==> src/rtl/alu_share_arbiter.sv <==
// Round-robin share of one ALU between two valid/ready requesters with a single backpressured response channel.
// Optional feature macro: ALU_ARB_SLT_EN enables the signed set-less-than operation (ALUOp 10, Funct 0010).
module alu_share_arbiter #(
  parameter int WIDTH = 32
) (
  input  logic             clk,
  input  logic             reset,
  input  logic             req0_valid,
  output logic             req0_ready,
  input  logic [WIDTH-1:0] req0_a,
  input  logic [WIDTH-1:0] req0_b,
  input  logic [1:0]       req0_alu_op,
  input  logic [3:0]       req0_funct,
  input  logic             req1_valid,
  output logic             req1_ready,
  input  logic [WIDTH-1:0] req1_a,
  input  logic [WIDTH-1:0] req1_b,
  input  logic [1:0]       req1_alu_op,
  input  logic [3:0]       req1_funct,
  output logic             rsp_valid,
  input  logic             rsp_ready,
  output logic             rsp_id,
  output logic [WIDTH-1:0] rsp_result,
  output logic             rsp_zero,
  output logic             rsp_err,
  output logic             busy
);

  typedef enum logic [1:0] {
    IDLE = 2'd0,
    EXEC = 2'd1,
    RESP = 2'd2
  } state_t;

  localparam logic [3:0] OP_AND = 4'b0000;
  localparam logic [3:0] OP_OR  = 4'b0001;
  localparam logic [3:0] OP_ADD = 4'b0010;
  localparam logic [3:0] OP_SUB = 4'b0110;
  localparam logic [3:0] OP_SLT = 4'b0111;

  // Returns {err, code}; unsupported combinations fall back to ADD with err set.
  function automatic logic [4:0] decode_op(input logic [1:0] alu_op, input logic [3:0] funct);
    logic [4:0] d;
    d = {1'b0, OP_ADD};
    case (alu_op)
      2'b00: d = {1'b0, OP_ADD};
      2'b01: d = {1'b0, OP_SUB};
      2'b10: begin
        case (funct)
          4'b0000: d = {1'b0, OP_ADD};
          4'b1000: d = {1'b0, OP_SUB};
          4'b0111: d = {1'b0, OP_AND};
          4'b0110: d = {1'b0, OP_OR};
`ifdef ALU_ARB_SLT_EN
          4'b0010: d = {1'b0, OP_SLT};
`endif
          default: d = {1'b1, OP_ADD};
        endcase
      end
      default: d = {1'b1, OP_ADD};
    endcase
    return d;
  endfunction

  function automatic logic [WIDTH-1:0] alu_compute(input logic [3:0] code,
                                                   input logic [WIDTH-1:0] a,
                                                   input logic [WIDTH-1:0] b);
    logic [WIDTH-1:0] r;
    r = a + b;
    case (code)
      OP_AND:  r = a & b;
      OP_OR:   r = a | b;
      OP_SUB:  r = a - b;
`ifdef ALU_ARB_SLT_EN
      OP_SLT:  r = {{(WIDTH-1){1'b0}}, ($signed(a) < $signed(b))};
`endif
      default: r = a + b;
    endcase
    return r;
  endfunction

  state_t           state_r;
  state_t           state_nxt_s;
  logic             last_grant_r;
  logic             req0_ready_s;
  logic             req1_ready_s;
  logic             accept0_s;
  logic             accept1_s;
  logic [WIDTH-1:0] op_a_r;
  logic [WIDTH-1:0] op_b_r;
  logic [1:0]       op_alu_r;
  logic [3:0]       op_funct_r;
  logic             op_id_r;
  logic [4:0]       exec_dec_s;
  logic [WIDTH-1:0] exec_result_s;
  logic             rsp_valid_r;
  logic             rsp_id_r;
  logic [WIDTH-1:0] rsp_result_r;
  logic             rsp_zero_r;
  logic             rsp_err_r;

  // Grant logic: a port's ready never looks at its own valid, only at the rival and last_grant.
  always_comb begin
    req0_ready_s = 1'b0;
    req1_ready_s = 1'b0;
    if (state_r == IDLE) begin
      req0_ready_s = !req1_valid || last_grant_r;
      req1_ready_s = !req0_valid || !last_grant_r;
    end else begin
      req0_ready_s = 1'b0;
      req1_ready_s = 1'b0;
    end
  end

  assign accept0_s = req0_valid && req0_ready_s;
  assign accept1_s = req1_valid && req1_ready_s;

  // Next-state logic for the IDLE/EXEC/RESP sequence.
  always_comb begin
    state_nxt_s = state_r;
    case (state_r)
      IDLE: begin
        if (accept0_s || accept1_s) begin
          state_nxt_s = EXEC;
        end else begin
          state_nxt_s = IDLE;
        end
      end
      EXEC: state_nxt_s = RESP;
      RESP: begin
        if (rsp_ready) begin
          state_nxt_s = IDLE;
        end else begin
          state_nxt_s = RESP;
        end
      end
      default: state_nxt_s = IDLE;
    endcase
  end

  // State register.
  always_ff @(posedge clk or posedge reset) begin
    if (reset) begin
      state_r <= IDLE;
    end else begin
      state_r <= state_nxt_s;
    end
  end

  // Round-robin history and operand capture, both only on an accept.
  always_ff @(posedge clk or posedge reset) begin
    if (reset) begin
      last_grant_r <= 1'b1;
      op_a_r       <= {WIDTH{1'b0}};
      op_b_r       <= {WIDTH{1'b0}};
      op_alu_r     <= 2'b00;
      op_funct_r   <= 4'b0000;
      op_id_r      <= 1'b0;
    end else if (accept0_s) begin
      last_grant_r <= 1'b0;
      op_a_r       <= req0_a;
      op_b_r       <= req0_b;
      op_alu_r     <= req0_alu_op;
      op_funct_r   <= req0_funct;
      op_id_r      <= 1'b0;
    end else if (accept1_s) begin
      last_grant_r <= 1'b1;
      op_a_r       <= req1_a;
      op_b_r       <= req1_b;
      op_alu_r     <= req1_alu_op;
      op_funct_r   <= req1_funct;
      op_id_r      <= 1'b1;
    end
  end

  assign exec_dec_s    = decode_op(op_alu_r, op_funct_r);
  assign exec_result_s = alu_compute(exec_dec_s[3:0], op_a_r, op_b_r);

  // Response registers load on EXEC->RESP and hold until the consumer takes them.
  always_ff @(posedge clk or posedge reset) begin
    if (reset) begin
      rsp_valid_r  <= 1'b0;
      rsp_id_r     <= 1'b0;
      rsp_result_r <= {WIDTH{1'b0}};
      rsp_zero_r   <= 1'b0;
      rsp_err_r    <= 1'b0;
    end else if (state_r == EXEC) begin
      rsp_valid_r  <= 1'b1;
      rsp_id_r     <= op_id_r;
      rsp_result_r <= exec_result_s;
      rsp_zero_r   <= (exec_result_s == {WIDTH{1'b0}});
      rsp_err_r    <= exec_dec_s[4];
    end else if ((state_r == RESP) && rsp_ready) begin
      rsp_valid_r  <= 1'b0;
    end
  end

  assign req0_ready = req0_ready_s;
  assign req1_ready = req1_ready_s;
  assign rsp_valid  = rsp_valid_r;
  assign rsp_id     = rsp_id_r;
  assign rsp_result = rsp_result_r;
  assign rsp_zero   = rsp_zero_r;
  assign rsp_err    = rsp_err_r;
  assign busy       = (state_r != IDLE);

endmodule

==> config.mk <==
export PLATFORM = sky130hd
export DESIGN_NAME = alu_share_arbiter
export DESIGN_NICKNAME = d
export VERILOG_FILES = /design/src/rtl/alu_share_arbiter.sv
export SDC_FILE = /design/constraint.sdc
export NUM_CORES = 1
export LEC_CHECK = 0
export CORE_MARGIN = 5
export CORE_UTILIZATION = 35
export DETAILED_ROUTE_END_ITERATION = 10
export PLACE_DENSITY = 0.58
export SLEW_MARGIN = 20
export SYNTH_ARGS = -nofsm -noshare
export SYNTH_HDL_FRONTEND = slang
export SYNTH_SLANG_ARGS = --single-unit
==> constraint.sdc <==
create_clock -name clk -period 4.9 [get_ports clk]
set_input_delay 0.735 -clock clk [delete_from_list [all_inputs] [get_ports clk]]
set_output_delay 0.735 -clock clk [all_outputs]
set_load 0.02 [all_outputs]
# --- Word level (Yosys, flattened, before mapping) ---
# Index checks and enable logic that the tools add are counted.
op_classes:
  mux: 20
  eq_ne: 9
  addsub: 2
  reduce_logical: 17
  bitwise: 2
ops:
  columns: ["op", "count"]
  rows:
  - ["$mux W32", 4]
  - ["$pmux W32 S3", 1]
  - ["$add A32 B32 Y32", 1]
  - ["$and A32 B32 Y32", 1]
  - ["$logic_not A32 Y1", 1]
  - ["$or A32 B32 Y32", 1]
  - ["$sub A32 B32 Y32", 1]
  - ["$pmux W5 S4", 1]
  - ["$pmux W5 S3", 1]
  - ["$eq A4 B3 Y1 const B", 3]
  - ["$logic_not A4 Y1", 2]
  - ["$mux W4", 2]
  - ["$mux W1", 7]
  - ["$mux W2", 3]
  - ["$pmux W2 S3", 1]
  - ["$reduce_bool A2 Y1", 3]
  - ["$eq A2 B1 Y1 const B", 2]
  - ["$eq A2 B2 Y1 const B", 2]
  - ["$eq A4 B1 Y1 const B", 1]
  - ["$eq A4 B4 Y1 const B", 1]
  - ["$logic_not A2 Y1", 2]
  - ["$logic_and A1 B1 Y1", 3]
  - ["$logic_not A1 Y1", 3]
  - ["$logic_or A1 B1 Y1", 3]
totals:
  input_bits: 145
  reg_bits: 110

# --- Logic depth before layout (Yosys ltp) ---
# Gate-level depths: netlist of run 1.
depth:
  depth_word: 7
  mapped_depth: 20
  mapped_depth_nobuf: 19

# --- Worst setup path before layout of run 1 ---
# OpenSTA, ideal clock, no wires.
synth_timing:
  path_type: "reg-to-reg"
  from: "register op_b_r[4]"
  to: "register rsp_zero_r, in the netlist rsp_zero"
  path_stages_with_launch: 19
  setup_time_ns: 0.103
  arrival_ns: 4.327
  n_path_buf: 1
  required_time_ns: 4.797
  synth_period_minus_slack_ns: 4.431
  slack_ns: 0.469
  path_cell_list: "dfrtp_1 > or4_1 > nor4_1 > nand3b_1 > nor3_1 > nand2_1 > o21ai_0 > xor2_1 > ha_1 > clkbuf_1 > a21o_1 > a21o_1 > a21o_1 > a21o_1 > a221oi_2 > xor2_1 > mux2i_1 > and3_4 > o41ai_2"
synth_via:
  elab_chain_len: 3
  elab_cells_between_ends: 6
synth_lines:
  columns: ["item", "line_no", "text"]
  rows:
  - ["start: declaration", "90", "logic [WIDTH-1:0] op_b_r;"]
  - ["start signal: assignment", "155", "op_b_r <= {WIDTH{1'b0}};"]
  - ["start signal: assignment", "162", "op_b_r <= req0_b;"]
  - ["start signal: assignment", "169", "op_b_r <= req1_b;"]
  - ["$add A32 B32 Y32 (tied with other cells)", "77", "default: r = a + b;"]
  - ["$pmux W32 S3 *", "70", "case (code)"]
  - ["$logic_not A32 Y1 *", "191", "rsp_zero_r <= (exec_result_s == {WIDTH{1'b0}});"]
  - ["end signal: assignment", "191", null]
  - ["end: declaration", "99", "logic rsp_zero_r;"]
# Mark *: on every way between the ends. The rest lies on a longest branch, timed or not.
# A chain may end at the register's enable or synchronous reset.

# --- Worst setup path after layout of run 1 ---
layout_timing:
  from: "register op_b_r[6]"
  to: "register rsp_zero_r, in the netlist rsp_zero"
# Same word-level chain as after synthesis.

==> results.cfg, run 1 <==
[status]
status = finished, final reports clean

[worst_setup_path]
worst_setup_path_start_kind = register
criticalPathCategory = register to register
worstPathRequired_ns = 5.17
arrival_ns = 4.81
crit_fanout = 7
endpoint_kind = register

[clocking]
cts_inserted_buffers = 9
post_cts_buffers = 0
clk_pin_slew_ns = 0.07
clk_path_buf_depth = 2
htreeDepth = 3
cts_root_buf = clkbuf_16
cts.sinks = 110
cts_tree = done
hold_buffers = 0
clock_latency_ns = 0.36

[timing]
drv_slew = 0
worst_slew_pin_slew_ns = 0.825
setup_viol = 0
max-slew-margin-rel_pct = 45.0
tns_ns = 0
timing.final.crit_share_pct = 92.7
max_freq_ghz = 0.220
fin_crit_ns = 4.54
hold_viol = 0
rsz0062_at_grt = no
fin_skew_ns = 0.00767

[worst_hold_path]
hp-class = register to register

[yosys]
netlist_area_sq_mm = 0.00815
yosysTopAreaCell = dfrtp_1
synth_commonest_cells = a21oi_1 (124), nor2_1 (117), dfrtp_1 (109)
ys_warn_count = 0
synth_top_flop_cell = dfrtp_1
synth_nets = 1146
yosysMostFrequentCell = a21oi_1
synthDistinctLibCells = 68
async_flop_share_pct = 100
synthTopCellsByArea = dfrtp_1 (33%), mux2i_1 (9.8%), a21oi_1 (7.6%), nor2_1 (5.4%), ha_1 (5.2%)
ys_seq_area_share_pct = 33.8
postSynthCellCount = 966
synth-edff-count = 0
netlist.area_leader.share_pct = 33.5
syn_avg_cell_area_sq_um = 8.44
synth_seq_cells = 110

[die]
row_count = 55
die_area_sq_mm = 0.0264
core-area_sq_mm = 0.0228
fp.dieH_um = 163
die_w_um = 163
io_pins = 184
initial_utilization_pct = 35.8

[finish]
area_delta_synth_final_pct = 30.3
final_nets = 1296
drive_gt1_share_pct = 6.16
n_antenna_cell = 0
fillers = 2321

[drt]
viasPerCell = 5.30
drt-total-wl_mm = 23.7
ant_nets = 0
routed-via-count = 7596
dr.first_iter.drc_count = 618
wire_per_inst_um = 16.5
route.detailed.drc = 0
dr.pass1.iters = 5

[placed_design]
port_buffers = 183
hpwl_mm = 18.8
gp_congestion = 0.929

[grt]
antenna_found_initial = 0
globalRouteTotalUtil_pct = 17.5
grt_max_degree = 143
grt_pass1_vias = 7016
grt_pass1_wl_mm = 37.1
overflow = 0

[flow_run]
cap_violations = 0
-- cells in the final DEF (no fill, tap or decap), types with 20 or more instances in the layout --
cell type        count
nand2_1             79
mux2i_1             80
nor2_1             115
dfrtp_1            109
clkdlybuf4s50_1    183
o21ai_0             66
xor2_1              20
xnor2_1             24
a21oi_1            123
ha_1                33
maj3_1              21
-- cells by family after synthesis --
kind of cell	after synthesis	synth area share [%]
xor gates and xnor gates	44	4.73
AOI/OAI and AO/OA	292	21.9
adders and majority gates	56	8.04
DFF	110	33.8
and+or+nand+nor	296	16.7
buffers and inverters	80	4.01
muxes	88	10.9
-- registers in the layout (all words and copies together) (netlist names), 2 cells and up --
register,cells
op_a_r,32
op_alu_r,2
op_b_r,32
op_funct_r,4
rsp_result,32
state_r,2
-- worst max-delay path, stage by stage (launching register included) --
cell      delay [ns]
dfrtp_1         0.43
or4_4           0.57
nor4_1          0.18
buf_4           0.16
nand2_1         0.07
nor2_1          0.20
nor2_1          0.08
xnor2_1         0.13
ha_1            0.39
a21oi_1         0.19
o21ai_0         0.14
or2_0           0.25
o31ai_2         0.28
o21ai_2         0.17
a221oi_2        0.28
xor2_1          0.31
mux2i_1         0.13
and3_4          0.20
o41ai_2         0.29
-- through the flow --
step                worst slack (ns)  hold WS, ns  std cells  cell area (sq um)  utilization [%]
detailed placement             0.253        0.470       1418              10300             45.2
global placement               0.347        0.462       1418              10300             45.2
CTS                            0.228        0.485       1434              10600             46.5
finish                         0.357        0.477       1434              10600             46.6
floorplan                      0.469        0.495        966               8150                -
global route                  0.0106        0.501       1434              10600             46.6
-- timing repair --
| item | CTS | global route |
|---|---|---|
| resized for setup | 0 | 10 |
| endpoints found under the hold margin | 0 | 0 |
| setup endpoints to repair | 0 | 2 |
-- layer usage --
| metal | global-route usage (%) | wire length [um] | part of all wire, % |
|---|---|---|---|
| met1 | 27.8 | 12100 | 51 |
| met2 | 24.0 | 9580 | 40 |
| met3 | 2.96 | 1700 | 7.1 |
| met4 | 4.65 | 335 | 1.4 |
| met5 | 0 | 0 | 0 |
-- area by class of cell --
class                   instances  area (sq um)  share of cell area [%]
flip-flops and latches        110          2750                    25.9
inverters                      18          70.1                   0.660
multi-input cells             776          5120                    48.2
clock inverters                 5          65.1                   0.612
repair buffers                201          1980                    18.6
well taps                     313           392                    3.69
clock buffers                  11           243                    2.28
-- worst paths after layout --
path                                startpoint  slack, ns  cells past startpoint              to
worst max-delay path                 op_b_r[6]       0.36                     18        rsp_zero
worst min-delay path            rsp_result[26]       0.48                      2  rsp_result[26]
worst max register to register       op_b_r[6]       0.36                     18        rsp_zero
worst min register to register  rsp_result[26]       0.48                      2  rsp_result[26]
max in group asynchronous                reset       3.29                      3       op_b_r[4]
min in group asynchronous                reset       0.71                      2          rsp_id
Power of run 1 is left out: the tool's default activity adds up to more than one toggle a clock period on the data nets, which glitch-free logic cannot reach.
==> inputs of run 2 (changes only) <==
--- a/config.mk
+++ b/config.mk
@@ -5,10 +5,9 @@
 export SDC_FILE = /design/constraint.sdc
 export NUM_CORES = 1
 export LEC_CHECK = 0
-export CORE_MARGIN = 5
-export CORE_UTILIZATION = 35
+export CORE_UTILIZATION = 40
 export DETAILED_ROUTE_END_ITERATION = 10
-export PLACE_DENSITY = 0.58
+export PLACE_DENSITY = 0.65
 export SLEW_MARGIN = 20
 export SYNTH_ARGS = -nofsm -noshare
 export SYNTH_HDL_FRONTEND = slang
==> run 2 against run 1 <==
- setup slack got worse by 0.027 ns
- global-route usage rose by 4.8 points
- non-clock buffer count fell by 2
- first-iteration DRC count fell by 11%
- sequential cell count did not move
- worst hold slack got worse by 0.0011 ns
- highest routed layer unchanged
==> results.cfg, run 2 (synthesis results as in run 1) <==
[clocking]
clk_pin_slew_ns = 0.07
cts.sinks = 110
cts_tree = done
clk_path_buf_depth = 2
cts_inserted_buffers = 9
clock_latency_ns = 0.36
htreeDepth = 3
cts_root_buf = clkbuf_16

[finish]
area_delta_synth_final_pct = 30.0
layout_common_cells = clkdlybuf4s50_1 (183), a21oi_1 (124), nor2_1 (115)
final_nets = 1294
seq_area_sq_mm = 0.00275
multiInputGateArea_sq_mm = 0.00511
fillers = 1843
drive_gt1_share_pct = 5.72
n_antenna_cell = 0
layout_commonest_cell = clkdlybuf4s50_1

[timing]
max-slew-margin-rel_pct = 41.0
setup_viol = 0
fin_crit_ns = 4.57
fin_skew_ns = 0.0126
drv_slew = 0
hold_viol = 0
max_freq_ghz = 0.219
rsz0062_at_grt = no
tns_ns = 0
worst_slew_pin_slew_ns = 0.884
timing.final.crit_share_pct = 93.3

[die]
io_pins = 184
die_w_um = 145
die_area_sq_mm = 0.0210
fp.dieH_um = 145
initial_utilization_pct = 41.3
row_count = 51
core-area_sq_mm = 0.0197

[status]
status = finished, final reports clean

[worst_setup_path]
criticalPathCategory = register to register
worstPathRequired_ns = 5.15
crit_fanout = 7
endpoint_kind = register
r2r_slack_ns = 0.33
worst_setup_path_start_kind = register
arrival_ns = 4.82

[drt]
wire_per_inst_um = 16.4
route.detailed.drc = 0
ant_nets = 0
dr.pass1.iters = 4
dr.first_iter.drc_count = 547
drt-total-wl_mm = 22.7
routed-via-count = 7558
viasPerCell = 5.46

[worst_hold_path]
hp-class = register to register

[flow_run]
cap_violations = 0

[grt]
antenna_found_initial = 0
grt_pass1_wl_mm = 35.8
grt_pass1_vias = 6839
overflow = 0
globalRouteTotalUtil_pct = 22.3
grt_max_degree = 141

[placed_design]
gp_congestion = 0.968
port_buffers = 183
hpwl_mm = 17.8
==> run 2: cell count changes in the layout (fill, tap and decap cells not counted), sizes merged <==
cell / previous run / this run
clkbuf: 11 / 10
bufinv: 1 / 4
clkinvlp: 2 / 0
buf: 18 / 16
==> run 2: repair_timing <==
action / CTS / global route
buffers inserted: 0 / 1
setup endpoints to repair: 0 / 2
gates resized for setup: 0 / 5
hold buffers: 0 / 0
==> run 2: area by class of cell <==
cell class              count  area share (%)
flip-flops and latches    110            26.0
clock buffers              10            2.16
well taps                 265            3.13
multi-input cells         776            48.2
inverters                  18           0.661
clock inverters             6            1.32
repair buffers            199            18.5
==> run 2: path summary, 6_finish.rpt <==
check                                  to            from  cells after the start
setup / recovery                 rsp_zero       op_b_r[6]                     18
hold / removal             rsp_result[16]  rsp_result[16]                      1
setup reg to reg                 rsp_zero       op_b_r[6]                     18
hold reg to reg            rsp_result[16]  rsp_result[16]                      1
max in group asynchronous      op_a_r[23]           reset                      3
min in group asynchronous          rsp_id           reset                      2
==> run 2: metrics by stage <==
step	util (%)	hold slack [ns]	std cells	worst slack [ns]	area, sq um
2_1_floorplan	-	0.495	966	0.469	8150
3_3_place_gp	51.7	0.461	1367	0.334	10200
6_report	53.8	0.476	1384	0.330	10600
3_5_place_dp	51.7	0.469	1367	0.266	10200
4_1_cts	53.6	0.484	1383	0.190	10600
5_1_grt	53.8	0.500	1384	0.0247	10600
==> run 2: worst max-delay path: stages, from the launching register on <==
cell and delay [ns]:
dfrtp_1 0.44, or4_4 0.57, nor4_1 0.20, buf_4 0.17, nand2_1 0.06, nor2_1 0.22
nor2_1 0.08, xnor2_1 0.14, ha_1 0.39, a21oi_1 0.20, o21ai_0 0.14, or2_0 0.24
o31ai_2 0.28, o21ai_2 0.18, a221oi_2 0.27, xor2_1 0.27, mux2i_1 0.11, and3_4 0.20
o41ai_2 0.29
==> run 2: routing by layer <==
metal | up-vias | global-route usage [%] | wire (um)
li1 | 3801 | - | -
met1 | 3508 | 34.5 | 11700
met2 | 239 | 31.4 | 9420
met3 | 10 | 4.31 | 1420
met4 | 0 | 4.65 | 195
met5 | - | 0 | 0
Power of run 2 is left out for the same reason.
==> patch: new RTL, settings of run 1 <==
The option `ALU_ARB_SLT_EN` is turned on by a define.
--- a/src/rtl/alu_share_arbiter.sv
+++ b/src/rtl/alu_share_arbiter.sv
@@ -2,2 +2,4 @@
 // Optional feature macro: ALU_ARB_SLT_EN enables the signed set-less-than operation (ALUOp 10, Funct 0010).
+`define ALU_ARB_SLT_EN
+
 module alu_share_arbiter #(
Formal check against the unedited RTL: not equivalent (a bounded check fails within 4 cycles, from zero or initial values and one cycle with reset high).
==> patch against run 1 <==
Routed wire length increased by 34%; die area is 19% higher; worst setup slack improved by 600 ps; largest cell class unchanged; synthesized area grew 21%; sequential cell count unchanged; critical path depth fell by 4; final area up 16%; maximum frequency up 15%; highest routed layer unchanged.
Power is left out: the tool's default activity adds up to more than one toggle a clock period on the data nets, which glitch-free logic cannot reach.
==> patch: results (changes against run 1) <==
status:
  outcome: "completed"
logic_synthesis:
  synth_top_area_share: 0.277  # -0.0572
  synthTopCellsByCount: "164 x a21oi_1, 134 x nor2_1, 109 x dfrtp_1, 100 x inv_1, 96 x ha_1"
  synthTopCellsByArea: "dfrtp_1 28%, ha_1 12%, a21oi_1 8.3%"
  postSynthCellCount: 1219  # +26%
  synth_nets: 1462  # +28%
  ys_seq_area_frac: 0.280  # -0.0577
  yosysUniqueCellTypes: 87  # +28%
  syn_avg_cell_area_um2: 8.07  # -4.4%
finish:
  drive_above_1_share: 0.0547  # -0.00682
  design.seq.count: 110  # unchanged
  inverters: 106  # +88
  clock_buffer_count: 12  # +1
  nNonClkBuffers: 193  # -4.0%
  multiInputGateArea_mm2: 0.00640  # +25%
  multi_input_cells: 927  # +19%
  final_nets: 1590  # +23%
  fillCellCount: 2811  # +21%
  clkCellAreaFrac: 0.0267  # -0.00232
  final_area_mm2: 0.0123  # +16%
detailed_routing:
  drt_iter0_drc: 650  # +5.2%
  wirelength_um: 31700  # +34%
  num_vias: 9396  # +24%
  dr.pass1.iters: 5  # unchanged
timing:
  clock_skew_ps: 15.9  # +8.27 ps
  finalCritPeriodShare: 0.805  # -0.122
  max_slew_margin: 0.448  # -0.00194
  hold-worst-slack_ps: 476  # -0.358 ps
place:
  place_ws_ps: 995  # +742 ps
  dp.cells: 1714  # +21%
  globalplace.congestion: 0.889  # -4.3%
  place_hpwl_um: 24400  # +30%
worst_hold_path:
  worstHoldEndpoint: "rsp_result[4]$_DFFE_PP0P_"
  min_from: "rsp_result[4]$_DFFE_PP0P_"
setup_path:
  r2r_slack_ps: 950  # +600 ps
  slowest_stage: "o211ai_1"
  worst-path-max-fanout: 5  # -2
  crit_start: "op_a_r[0]$_DFFE_PP0N_"
  cp_top_family: "compound AO/OA/AOI/OAI gates"
  worst-r2r-cell-count: 14  # -4
  cp.arrival_ps: 4250  # -560 ps
  max_stage_delay_ps: 440  # -130 ps
grt:
  grt_pass1_wl_um: 50000  # +35%
  grt_use_total: 0.198  # +0.0234
  grt_start_max_net_pins: 142  # -0.70%
## patch: changes by cell type in the layout (fill, tap and decap cells not counted), moves of 10 or more
cell and delta:
inv_1 +83, ha_1 +63, a21oi_1 +41, maj3_1 -21, xnor2_1 -19, xor2_1 -19, nor2_1 +17, a221oi_1 +12
buf_4 -10, nor3_1 +10, o22ai_1 +10
## patch: logic make-up (layout without fill, tap and decap cells)
logic type	after synthesis	count (layout)	share of synthesized area
DFF	110	110	0.280
and+or+nand+nor	332	332	0.159
xor gates and xnor gates	6	6	0.00534
muxes	92	92	0.0953
AOI/OAI and AO/OA	399	399	0.262
buffers and inverters	182	315	0.0724
adders and majority gates	98	98	0.126
## patch: metal layers
layer | share of wire | GRT usage | wire length, µm | vias to the layer above
met5 | 0 | 0 | 0 | -
met4 | 0.027 | 0.0645 | 865 | 0
met3 | 0.061 | 0.0334 | 1950 | 49
met2 | 0.45 | 0.308 | 14300 | 308
met1 | 0.46 | 0.280 | 14600 | 4433
li1 | - | - | - | 4606
